`src/rtl/link_rx_fifo_if.sv`:
```
// Link receive FIFO bus: the 4-phase req/ack write side, the
// first-word-fall-through read side, and the status outputs.
// The "master" modport is the environment, which is both the link master
// and the consumer. The "slave" modport is the FIFO itself.
interface link_rx_fifo_if #(
  parameter int DEPTH  = 4,
  parameter int DATA_W = 8
);
  localparam int CW = $clog2(DEPTH) + 1;

  logic              req;
  logic [DATA_W-1:0] data_in;
  logic              ack;
  logic              out_valid;
  logic [DATA_W-1:0] out_data;
  logic              out_ready;
  logic [CW-1:0]     count;
  logic [DATA_W-1:0] checksum;

  modport master (
    output req, data_in, out_ready,
    input  ack, out_valid, out_data, count, checksum
  );

  modport slave (
    input  req, data_in, out_ready,
    output ack, out_valid, out_data, count, checksum
  );
endinterface

```
`src/rtl/link_rx_fifo.sv`:
```
// Link receive FIFO.
// A 4-phase req/ack handshake writes one byte per request into a
// DEPTH-entry FIFO. The head entry is presented first-word-fall-through.
// Reset is synchronous and active-low (rst).
// Optional feature: define LINK_RX_CHECKSUM_EN to keep a running XOR of
// every accepted byte. When the macro is undefined, checksum is tied to 0.
module link_rx_fifo #(
  parameter int DEPTH  = 4,
  parameter int DATA_W = 8
) (
  input  logic            clk,
  input  logic            rst,
  link_rx_fifo_if.slave   bus
);
  localparam int AW = $clog2(DEPTH);
  localparam int CW = AW + 1;
  localparam logic [CW-1:0] DEPTH_C = CW'(DEPTH);

  typedef enum logic {IDLE = 1'b0, ACK_HI = 1'b1} state_t;

  state_t            state_q, state_d;
  logic [AW-1:0]     wr_ptr_q, rd_ptr_q;
  logic [CW-1:0]     count_q;
  logic [DATA_W-1:0] mem [DEPTH];
  logic              do_write, do_pop;

  // Next-state and write-enable decode for the handshake FSM.
  always_comb begin
    // NOTE: every signal written here gets a default first, so no path
    // leaves a value unassigned and no latch is inferred.
    state_d  = state_q;
    do_write = 1'b0;
    unique case (state_q)
      IDLE: begin
        // The full check uses the registered count. A pop on the same
        // edge therefore never opens room for this write.
        if (bus.req && (count_q != DEPTH_C)) begin
          do_write = 1'b1;
          state_d  = ACK_HI;
        end
      end
      ACK_HI: begin
        if (!bus.req) state_d = IDLE;
      end
      default: state_d = IDLE;
    endcase
  end

  assign do_pop = (count_q != '0) && bus.out_ready;

  // Handshake state register.
  always_ff @(posedge clk) begin
    // NOTE: sequential state uses non-blocking assignments. All flops then
    // sample pre-edge values, and no ordering race can occur between them.
    if (!rst) state_q <= IDLE;
    else      state_q <= state_d;
  end

  // Pointers and occupancy. Power-of-two depth makes the pointers wrap
  // naturally.
  always_ff @(posedge clk) begin
    if (!rst) begin
      wr_ptr_q <= '0;
      rd_ptr_q <= '0;
      count_q  <= '0;
    end else begin
      if (do_write) wr_ptr_q <= wr_ptr_q + AW'(1);
      if (do_pop)   rd_ptr_q <= rd_ptr_q + AW'(1);
      unique case ({do_write, do_pop})
        2'b10:   count_q <= count_q + CW'(1);
        2'b01:   count_q <= count_q - CW'(1);
        default: count_q <= count_q;
      endcase
    end
  end

  // Storage array write.
  always_ff @(posedge clk) begin
    // NOTE: the array is not reset. count gates every read, so stale
    // entries are never visible, and a reset would only add a wide mux.
    if (do_write) mem[wr_ptr_q] <= bus.data_in;
  end

`ifdef LINK_RX_CHECKSUM_EN
  logic [DATA_W-1:0] checksum_q;

  // Running XOR of accepted bytes. Only reset clears it.
  always_ff @(posedge clk) begin
    if (!rst)          checksum_q <= '0;
    else if (do_write) checksum_q <= checksum_q ^ bus.data_in;
  end

  assign bus.checksum = checksum_q;
`else
  assign bus.checksum = '0;
`endif

  assign bus.ack       = (state_q == ACK_HI);
  assign bus.count     = count_q;
  assign bus.out_valid = (count_q != '0);
  assign bus.out_data  = (count_q != '0) ? mem[rd_ptr_q] : '0;
endmodule

```
`src/flat_wrapper.sv`:
```
// flat-port wrapper written by rule: the top's interface ports become plain ports
module link_rx_fifo_flat 
#(
  parameter int DEPTH  = 4,
  parameter int DATA_W = 8
)
  (clk, rst, bus_req, bus_data_in, bus_out_ready, bus_ack, bus_out_valid, bus_out_data, bus_count, bus_checksum);
  link_rx_fifo_if #(.DEPTH(DEPTH), .DATA_W(DATA_W)) bus_i ();
  input  logic clk;
  input  logic rst;
  input wire logic [$bits(bus_i.req)-1:0] bus_req;
  input wire logic [$bits(bus_i.data_in)-1:0] bus_data_in;
  input wire logic [$bits(bus_i.out_ready)-1:0] bus_out_ready;
  output wire logic [$bits(bus_i.ack)-1:0] bus_ack;
  output wire logic [$bits(bus_i.out_valid)-1:0] bus_out_valid;
  output wire logic [$bits(bus_i.out_data)-1:0] bus_out_data;
  output wire logic [$bits(bus_i.count)-1:0] bus_count;
  output wire logic [$bits(bus_i.checksum)-1:0] bus_checksum;
  assign bus_i.req = bus_req;
  assign bus_i.data_in = bus_data_in;
  assign bus_i.out_ready = bus_out_ready;
  assign bus_ack = bus_i.ack;
  assign bus_out_valid = bus_i.out_valid;
  assign bus_out_data = bus_i.out_data;
  assign bus_count = bus_i.count;
  assign bus_checksum = bus_i.checksum;
  link_rx_fifo #(.DEPTH(DEPTH), .DATA_W(DATA_W)) u_core (.clk(clk), .rst(rst), .bus(bus_i));
endmodule
```
`config.mk`:
```
export PLATFORM = sky130hd
export DESIGN_NAME = link_rx_fifo_flat
export DESIGN_NICKNAME = d
export VERILOG_FILES = /design/src/rtl/link_rx_fifo_if.sv /design/src/rtl/link_rx_fifo.sv /design/src/flat_wrapper.sv
export SDC_FILE = /design/constraint.sdc
export NUM_CORES = 1
export LEC_CHECK = 0
export BUFFER_PORTS_ARGS = -buffer_cell sky130_fd_sc_hd__buf_4
export CAP_MARGIN = 25
export CORE_MARGIN = 1.5
export CORE_UTILIZATION = 58
export CTS_CLUSTER_DIAMETER = 200
export DETAILED_ROUTE_END_ITERATION = 10
export PLACE_DENSITY_LB_ADDON = 0.12
export SYNTH_ARGS = -nofsm -noshare
export SYNTH_HDL_FRONTEND = slang
export SYNTH_SLANG_ARGS = --single-unit
```
`constraint.sdc`:
```
create_clock -name clk -period 4.7 [get_ports clk]
set_input_delay 0.47 -clock clk [delete_from_list [all_inputs] [get_ports clk]]
set_output_delay 0.47 -clock clk [all_outputs]
set_load 0.02 [all_outputs]
```
==> results by group, run 1 <==
Global routing
  • Vias in the first global route: 910
  • GRT overflow: 0
  • Total Routing Usage GR: 18.6%
  • Largest net degree at the start of global routing: 13
  • First-pass GRT wire length: 4460 µm
  • Initial antenna violation count: 0

Clocking
  • CTS hold repair buffers: 0
  • CTS Sinks: 42
  • Htree depth: 2
  • Setup bufs post-CTS: 0
  • Clk buf depth: 2
  • Root Buffer: clkbuf_4
  • CTS tree: yes
  • Clk slew on worst S/H paths: 110 ps
  • Post-CTS resize count: 0
  • Cts bufs inserted: 5
  • Worst skew pair latency: 340 ps

Synthesis
  • Gate Count Post-Synth: 117
  • Cell variety after synth: 27
  • Synth Cell Area: 1810 µm²
  • #FFs+latches synth: 42
  • Synth area leaders: edfxtp_1, dfxtp_1, mux4_2
  • Synth area leader: edfxtp_1
  • Yosys warnings: 0
  • Sequential area share after synthesis: 64.3%
  • Post-synth top area share: 53.2%
  • Synth Area per Inst: 15.4 µm²

Floorplanning
  • Core Area: 3000 µm²
  • Die area: 3460 µm²
  • # rows: 20
  • I/O pin total: 33
  • Die width: 58.8 µm
  • Initial Util: 60.2%
  • Die H: 58.8 µm

Route
  • Antenna Violating Nets Remaining: 0
  • Met3 Routed Length: 132 µm
  • DR WL/cell: 15.5 µm
  • WL final: 2740 µm
  • DR pass1 iterations: 4
  • Metal2 WL: 1510 µm
  • Top sig layer: met4
  • Vias: 925
  • Initial DRC Count: 37
  • Number of remaining DRC errors: 0
  • WL met1: 1080 µm
  • Routed vias/inst: 5.23

Timing
  • Post-route clock skew: 12.0 ps
  • Final setup fails: 0
  • Fin crit period: 2460 ps
  • Tightest Pin Transition: 560 ps
  • Setup_tns: 0 ps
  • FMAX: 406 MHz
  • Fin. Hold Viols: 0
  • Slew Viols, Final: 0
  • Max_slew headroom: 62.6%
  • Period utilisation layout: 52.4%
  • RSZ-0062 raised after global routing: no

Critical path
  • Reg2reg setup slack: 2240 ps
  • Reg2Reg Depth: 9
  • CP Launch Type: flop
  • CP max-delay cell: dfxtp_1
  • Setup crit start: u_core.bus.count[2]
  • Max FO, Critical Path: 7
  • Setup crit end kind: flop
  • Worst setup path endpoint: u_core.bus.count[2]
  • CP dominant cell by count: inv_1
  • Worst Path Arrival: 2720 ps
  • Reg-to-Reg End: u_core.bus.count[2]
  • Reg2reg start: u_core.bus.count[2]
  • Crit path cell chain: or3b_1, and3b_1, inv_1, ha_1, inv_1, fa_1, xor2_1, or3_1, a21boi_0
  • Slowest stage delay, CP: 400 ps
  • Worst EP required: 4960 ps
  • WS Path Type: reg -> reg

Flow run
  • Maxcap violations: 0

Place
  • Post-DP HPWL: 1950 µm
  • Placed cell area: 1970 µm²
  • PortBufs: 24
  • GP Congestion: 0.715

Layout
  • Area of the multi-input gates: 558 µm²
  • NumNets Final: 161
  • Storage cell area: 1160 µm²
  • Final std cell area, no fill: 2020 µm²
  • Layout cells sized above 1: 27.8%
  • FILL cells: 243
  • Synthesis-to-finish area growth: 12.0%
  • Antenna Cells: 0
  • Layout Utilization: 67.4%

Outcome
  • Status: complete, no violations

Pwr
  • PwrDens: 523 nW/µm²
  • Max VDD drop: 0.279 mV
  • Leakage power: 0.776 nW

Min path
  • Worst Hold Class: in -> reg
## worst min path at each step
stage	slack [ps]	startpoint	cells past startpoint	to
after CTS	310	bus_data_in[4]	1	u_core.mem[1][4]
after global routing	290	bus_data_in[5]	1	u_core.mem[2][5]
after global placement	470	u_core.rd_ptr_q[0]	2	u_core.rd_ptr_q[0]
final	330	bus_data_in[0]	1	u_core.mem[1][0]
after floorplan	460	u_core.rd_ptr_q[0]	2	flop
after detailed placement	490	u_core.rd_ptr_q[0]	2	u_core.rd_ptr_q[0]
## cell type report
type / instances / share of cell area (%)
Sequential cell: 42 / 57.4
Tap cell: 33 / 2.04
Clock buffer: 8 / 2.41
Inverter: 7 / 1.30
Multi-Input combinational cell: 62 / 27.6
Timing Repair Buffer: 25 / 9.28
## cell usage after synthesis, drive strengths merged
cell type  instances
a21boi             2
and2               6
and2b              7
and3b              1
buf               10
clkbuf             3
conb               1
dfxtp             10
edfxtp            32
fa                 1
ha                 5
inv                7
mux2i              2
mux4               8
nand2              7
nor2b              2
nor3               1
o211a              1
o21ai              5
or3                2
or3b               1
or4bb              1
xnor2              1
xor2               1
## report_power, final
group	switching, mW	internal (mW)
Clock	0.102	0.0597
Combinational	0.205	0.201
Sequential	0.0437	0.445
Total	0.351	0.706
## worst max-delay path, delay by kind of cell (launching register included)
kind	cells	cell delay (ps)
simple gates	3	980
fa+ha+maj	2	550
flops	1	400
xor+xnor	1	170
compound gates	1	170
buf+inv	2	140
## registers in the layout, summed over array words and instances, names as in the netlist, named ones only
| name | cells |
|---|---|
| u_core.mem | 32 |
| u_core.rd_ptr_q | 2 |
| u_core.wr_ptr_q | 2 |
| u_core.bus.count | 3 |
| u_core.bus.ack | 1 |
## stage by stage
stage | setup WS (ps) | hold WS [ps] | power, mW | cells
global route | 2050 | 293 | 1.12 | 177
CTS | 2240 | 310 | 1.07 | 177
global placement | 2110 | 474 | 0.888 | 168
detailed placement | 2270 | 485 | 0.911 | 169
floorplan | 2300 | 461 | 0.767 | 124
finish | 2240 | 327 | 1.06 | 177
## kinds of logic (layout without fill, tap and decap cells)
group,after synthesis,in the layout,synth area share [%]
fa+ha+maj,6,6,4.57
xor+xnor,2,2,0.970
simple gates,28,28,9.83
flops,42,42,64.3
buf+inv,20,40,6.30
compound gates,8,8,2.77
other cells,1,8,0.208
mux,10,10,11.1
## cells in the final DEF (no fill, tap or decap)
cell      Yosys  final
dfxtp_1      10     10
mux4_2        8      8
o21ai_0       5      5
a21boi_0      2      2
mux2i_1       2      2
edfxtp_1     32     32
fa_1          1      1
and2b_1       7      7
conb_1        1      8
nor2b_1       2      2
nand2_1       7      7
or4bb_1       1      1
clkbuf_1      3      3
xor2_1        1      1
o211a_1       1      1
and2_2        2      2
or3_1         2      2
and3b_1       1      1
clkbuf_4      0      5
buf_4         8     25
nor3_1        1      1
or3b_1        1      1
xnor2_1       1      1
and2_1        4      4
inv_1         7      7
ha_1          5      5
## layer usage
| metal | track usage [%] | vias to the layer above |
|---|---|---|
| met5 | 0 | - |
| met4 | 7.79 | 0 |
| met3 | 6.15 | 2 |
| met2 | 32.1 | 26 |
| met1 | 21.1 | 446 |
| li1 | - | 451 |
No activity file was read; power rests on OpenSTA's default activity.
==> run 2, diff against run 1 <==
--- a/config.mk
+++ b/config.mk
@@ -5,10 +5,11 @@
 export SDC_FILE = /design/constraint.sdc
 export NUM_CORES = 1
 export LEC_CHECK = 0
+export ABC_AREA = 1
 export BUFFER_PORTS_ARGS = -buffer_cell sky130_fd_sc_hd__buf_4
 export CAP_MARGIN = 25
 export CORE_MARGIN = 1.5
-export CORE_UTILIZATION = 58
+export CORE_UTILIZATION = 49
 export CTS_CLUSTER_DIAMETER = 200
 export DETAILED_ROUTE_END_ITERATION = 10
 export PLACE_DENSITY_LB_ADDON = 0.12
==> constraint.sdc (replaced) <==
create_clock -name clk -period 2 [get_ports clk]
set_input_delay 0.2 -clock clk [delete_from_list [all_inputs] [get_ports clk]]
set_output_delay 0.2 -clock clk [all_outputs]
set_load 0.02 [all_outputs]
==> run 2 against run 1 <==
Compared with the run above: via count up 40%; clock power increased to 3.4 times the previous value; flip-flop and latch count did not move; clock-buffer cell count down 1; final area up 7.4%; synthesized cell count rose by 51%; largest cell class unchanged.
==> results by group, run 2 <==
Synthesis
  • Post-synth top area share: 52.4% (was 53.2%)
  • Gate Count Post-Synth: 177 (was 117)
  • XOR/XNOR Fraction of Synth Area: 0% (was 0.970%)
  • #FFs+latches synth: 42 (unchanged)
  • Synth area leaders: edfxtp_1, dfxtp_1, nor2_1 (was edfxtp_1, dfxtp_1, mux4_2)
  • Post-synth EDFFs: 32 (unchanged)
  • Largest family of logic cells by synthesized area: simple AND/OR/NAND/NOR gates (was multiplexers)
  • Simple-gate portion of the synthesized area: 13.5% (was 9.83%)
  • Asr flop ratio synth: 0% (unchanged)
  • Synth Area in Compound Gates: 8.87% (was 2.77%)
  • Synth Area in Adders: 4.50% (was 4.57%)
  • Cell variety after synth: 18 (was 27)
  • Top_reg_cell synth: edfxtp_1 (unchanged)
  • Synth cell count leaders: nor2_1, edfxtp_1, inv_1 (was edfxtp_1, dfxtp_1, buf_4, mux4_2)
  • Synth Area per Inst: 10.4 µm² (was 15.4 µm²)
  • Top-count cell post-synth: nor2_1 (was edfxtp_1)
  • Multiplexer area fraction after synthesis: 0% (was 11.1%)
  • Yosys warnings: 0 (unchanged)
  • Synth Cell Area: 1830 µm² (was 1810 µm²)
  • Synth area leader: edfxtp_1 (unchanged)
  • Sequential area share after synthesis: 63.3% (was 64.3%)

Pwr
  • Leakage power: 0.902 nW (was 0.776 nW)
  • Max VDD drop: 0.915 mV (was 0.279 mV)
  • PwrDens: 1290 nW/µm² (was 523 nW/µm²)

Clocking
  • Cts bufs inserted: 5 (unchanged)
  • Setup bufs post-CTS: 0 (unchanged)
  • CTS tree: yes (unchanged)
  • CTS Sinks: 42 (unchanged)
  • Clk buf depth: 2 (unchanged)
  • Worst skew pair latency: 300 ps (was 340 ps)
  • Clk slew on worst S/H paths: 80 ps (was 110 ps)
  • Htree depth: 2 (unchanged)
  • Post-CTS resize count: 0 (unchanged)
  • Root Buffer: clkbuf_8 (was clkbuf_4)
  • CTS hold repair buffers: 0 (unchanged)

Timing
  • Final setup fails: 0 (unchanged)
  • Period utilisation layout: 93.2% (was 52.4%)
  • Post-route clock skew: 4.25 ps (was 12.0 ps)
  • Slew Viols, Final: 0 (unchanged)
  • Fin crit period: 1860 ps (was 2460 ps)
  • Final setup margin: 136 ps (was 2240 ps)
  • FMAX: 536 MHz (was 406 MHz)
  • Fin. Hold Viols: 0 (unchanged)
  • Setup_tns: 0 ps (unchanged)

Floorplanning
  • Die width: 64.2 µm (was 58.8 µm)
  • Initial Util: 50.5% (was 60.2%)
  • Die H: 64.2 µm (was 58.8 µm)
  • # rows: 22 (was 20)
  • Core Area: 3630 µm² (was 3000 µm²)
  • Die area: 4120 µm² (was 3460 µm²)
  • I/O pin total: 33 (unchanged)

Route
  • DR WL/cell: 13.7 µm (was 15.5 µm)
  • DR pass1 iterations: 4 (unchanged)
  • Number of remaining DRC errors: 0 (unchanged)
  • Vias: 1294 (was 925)
  • Antenna Violating Nets Remaining: 0 (unchanged)
  • Initial DRC Count: 68 (was 37)
  • WL final: 3560 µm (was 2740 µm)
  • Routed vias/inst: 4.96 (was 5.23)

Layout
  • NumNets Final: 230 (was 161)
  • Finished Layout Cells: 261 (was 177)
  • Final std cell area, no fill: 2170 µm² (was 2020 µm²)
  • Layout cells sized above 1: 21.1% (was 27.8%)
  • Layout Utilization: 59.8% (was 67.4%)
  • Number of flip-flops in the largest register: 32 (unchanged)
  • Synthesis-to-finish area growth: 18.4% (was 12.0%)
  • Most frequent cells in the layout: nor2_1, buf_4, edfxtp_1, inv_1, a21oi_1 (was edfxtp_1, buf_4, dfxtp_1, mux4_2, conb_1)
  • Most common library cell in the layout ignoring fill and taps: nor2_1 (was edfxtp_1)
  • Largest register by flop count: u_core.mem (unchanged)
  • Antenna Cells: 0 (unchanged)

Min path
  • Worst Hold Class: in -> reg (unchanged)

Place
  • PortBufs: 24 (unchanged)
  • GP Congestion: 0.835 (was 0.715)
  • Dpl ws: 160 ps (was 2270 ps)
  • Placed cell area: 2070 µm² (was 1970 µm²)
  • Inst Count DP: 253 (was 169)
  • Post-DP HPWL: 2500 µm (was 1950 µm)

Critical path
  • Worst Path Arrival: 2060 ps (was 2720 ps)
  • Worst EP required: 2190 ps (was 4960 ps)
  • Setup crit end kind: flop (unchanged)
  • CP Launch Type: flop (unchanged)
  • WS Path Type: reg -> reg (unchanged)
  • Reg2reg setup slack: 140 ps (was 2240 ps)
  • Max FO, Critical Path: 7 (unchanged)

Global routing
  • Vias in the first global route: 1176 (was 910)
  • GRT overflow: 0 (unchanged)
  • Initial antenna violation count: 0 (unchanged)
  • First-pass GRT wire length: 5710 µm (was 4460 µm)
  • Total Routing Usage GR: 19.0% (was 18.6%)
  • Largest net degree at the start of global routing: 17 (was 13)

Flow run
  • Maxcap violations: 0 (unchanged)

Outcome
  • Status: complete, no violations (unchanged)
run 2: cell types whose count changed after synthesis, sizes merged, moves of 6 or more:
cell   delta
and2b     -7
mux4      -8
a21oi    +13
o21ai    +13
and2      -6
nor2     +43
nand2     +8
inv      +14
run 2: routing by layer:
metal	share of wire (%)	vias up	GRT usage (%)
li1	-	632	-
met1	41	618	20.7
met2	52	38	34.5
met3	5.1	6	4.23
met4	1.6	0	9.57
met5	0	-	0
run 2: report_power, final:
| group | switching, mW | internal, mW |
|---|---|---|
| sequential | 0.0704 | 1.04 |
| combinational | 0.711 | 0.415 |
| clock | 0.277 | 0.278 |
| total | 1.06 | 1.73 |
run 2: path summary, 6_finish.rpt:
path                                          start             endpoint  depth (start not counted)
worst min-delay path                 bus_data_in[5]     u_core.mem[2][5]                          1
worst min register to register   u_core.rd_ptr_q[1]   u_core.rd_ptr_q[1]                          2
worst max-delay path            u_core.bus.count[0]  u_core.bus.count[2]                         12
worst max register to register  u_core.bus.count[0]  u_core.bus.count[2]                         12
run 2: logic make-up after synthesis:
kind of cell	after synthesis
flip-flops	42
AND/OR/NAND/NOR	63
AO/OA/AOI/OAI	32
buffers and inverters	33
adder cells (fa/ha/maj)	6
other	1
run 2: layout make-up:
| class | instances | area, µm² |
|---|---|---|
| Clock buffer | 7 | 86.3 |
| Clock inverter | 1 | 5.00 |
| Fill cell | 326 | 1460 |
| Inverter | 21 | 78.8 |
| Multi-Input combinational cell | 109 | 533 |
| Sequential cell | 42 | 1160 |
| Tap cell | 48 | 60.1 |
| Timing Repair Buffer | 33 | 248 |
run 2: critical path, stage by stage (launching register included):
cell	delay [ps]
dfxtp_1	330
nor2_1	220
nand2_2	140
nand2_4	120
ha_1	160
inv_1	60
fa_1	380
inv_1	70
nand2_1	50
nand3_1	80
nand2_1	50
nand2_1	50
nor2_1	40
run 2: stage by stage:
stage | hold WS, ps | power, mW
after global routing | 90.9 | 2.96
after global placement | 401 | 2.20
final | 100 | 2.79
after CTS | 97.0 | 2.78
after detailed placement | 405 | 2.23
after floorplan | 299 | 1.83
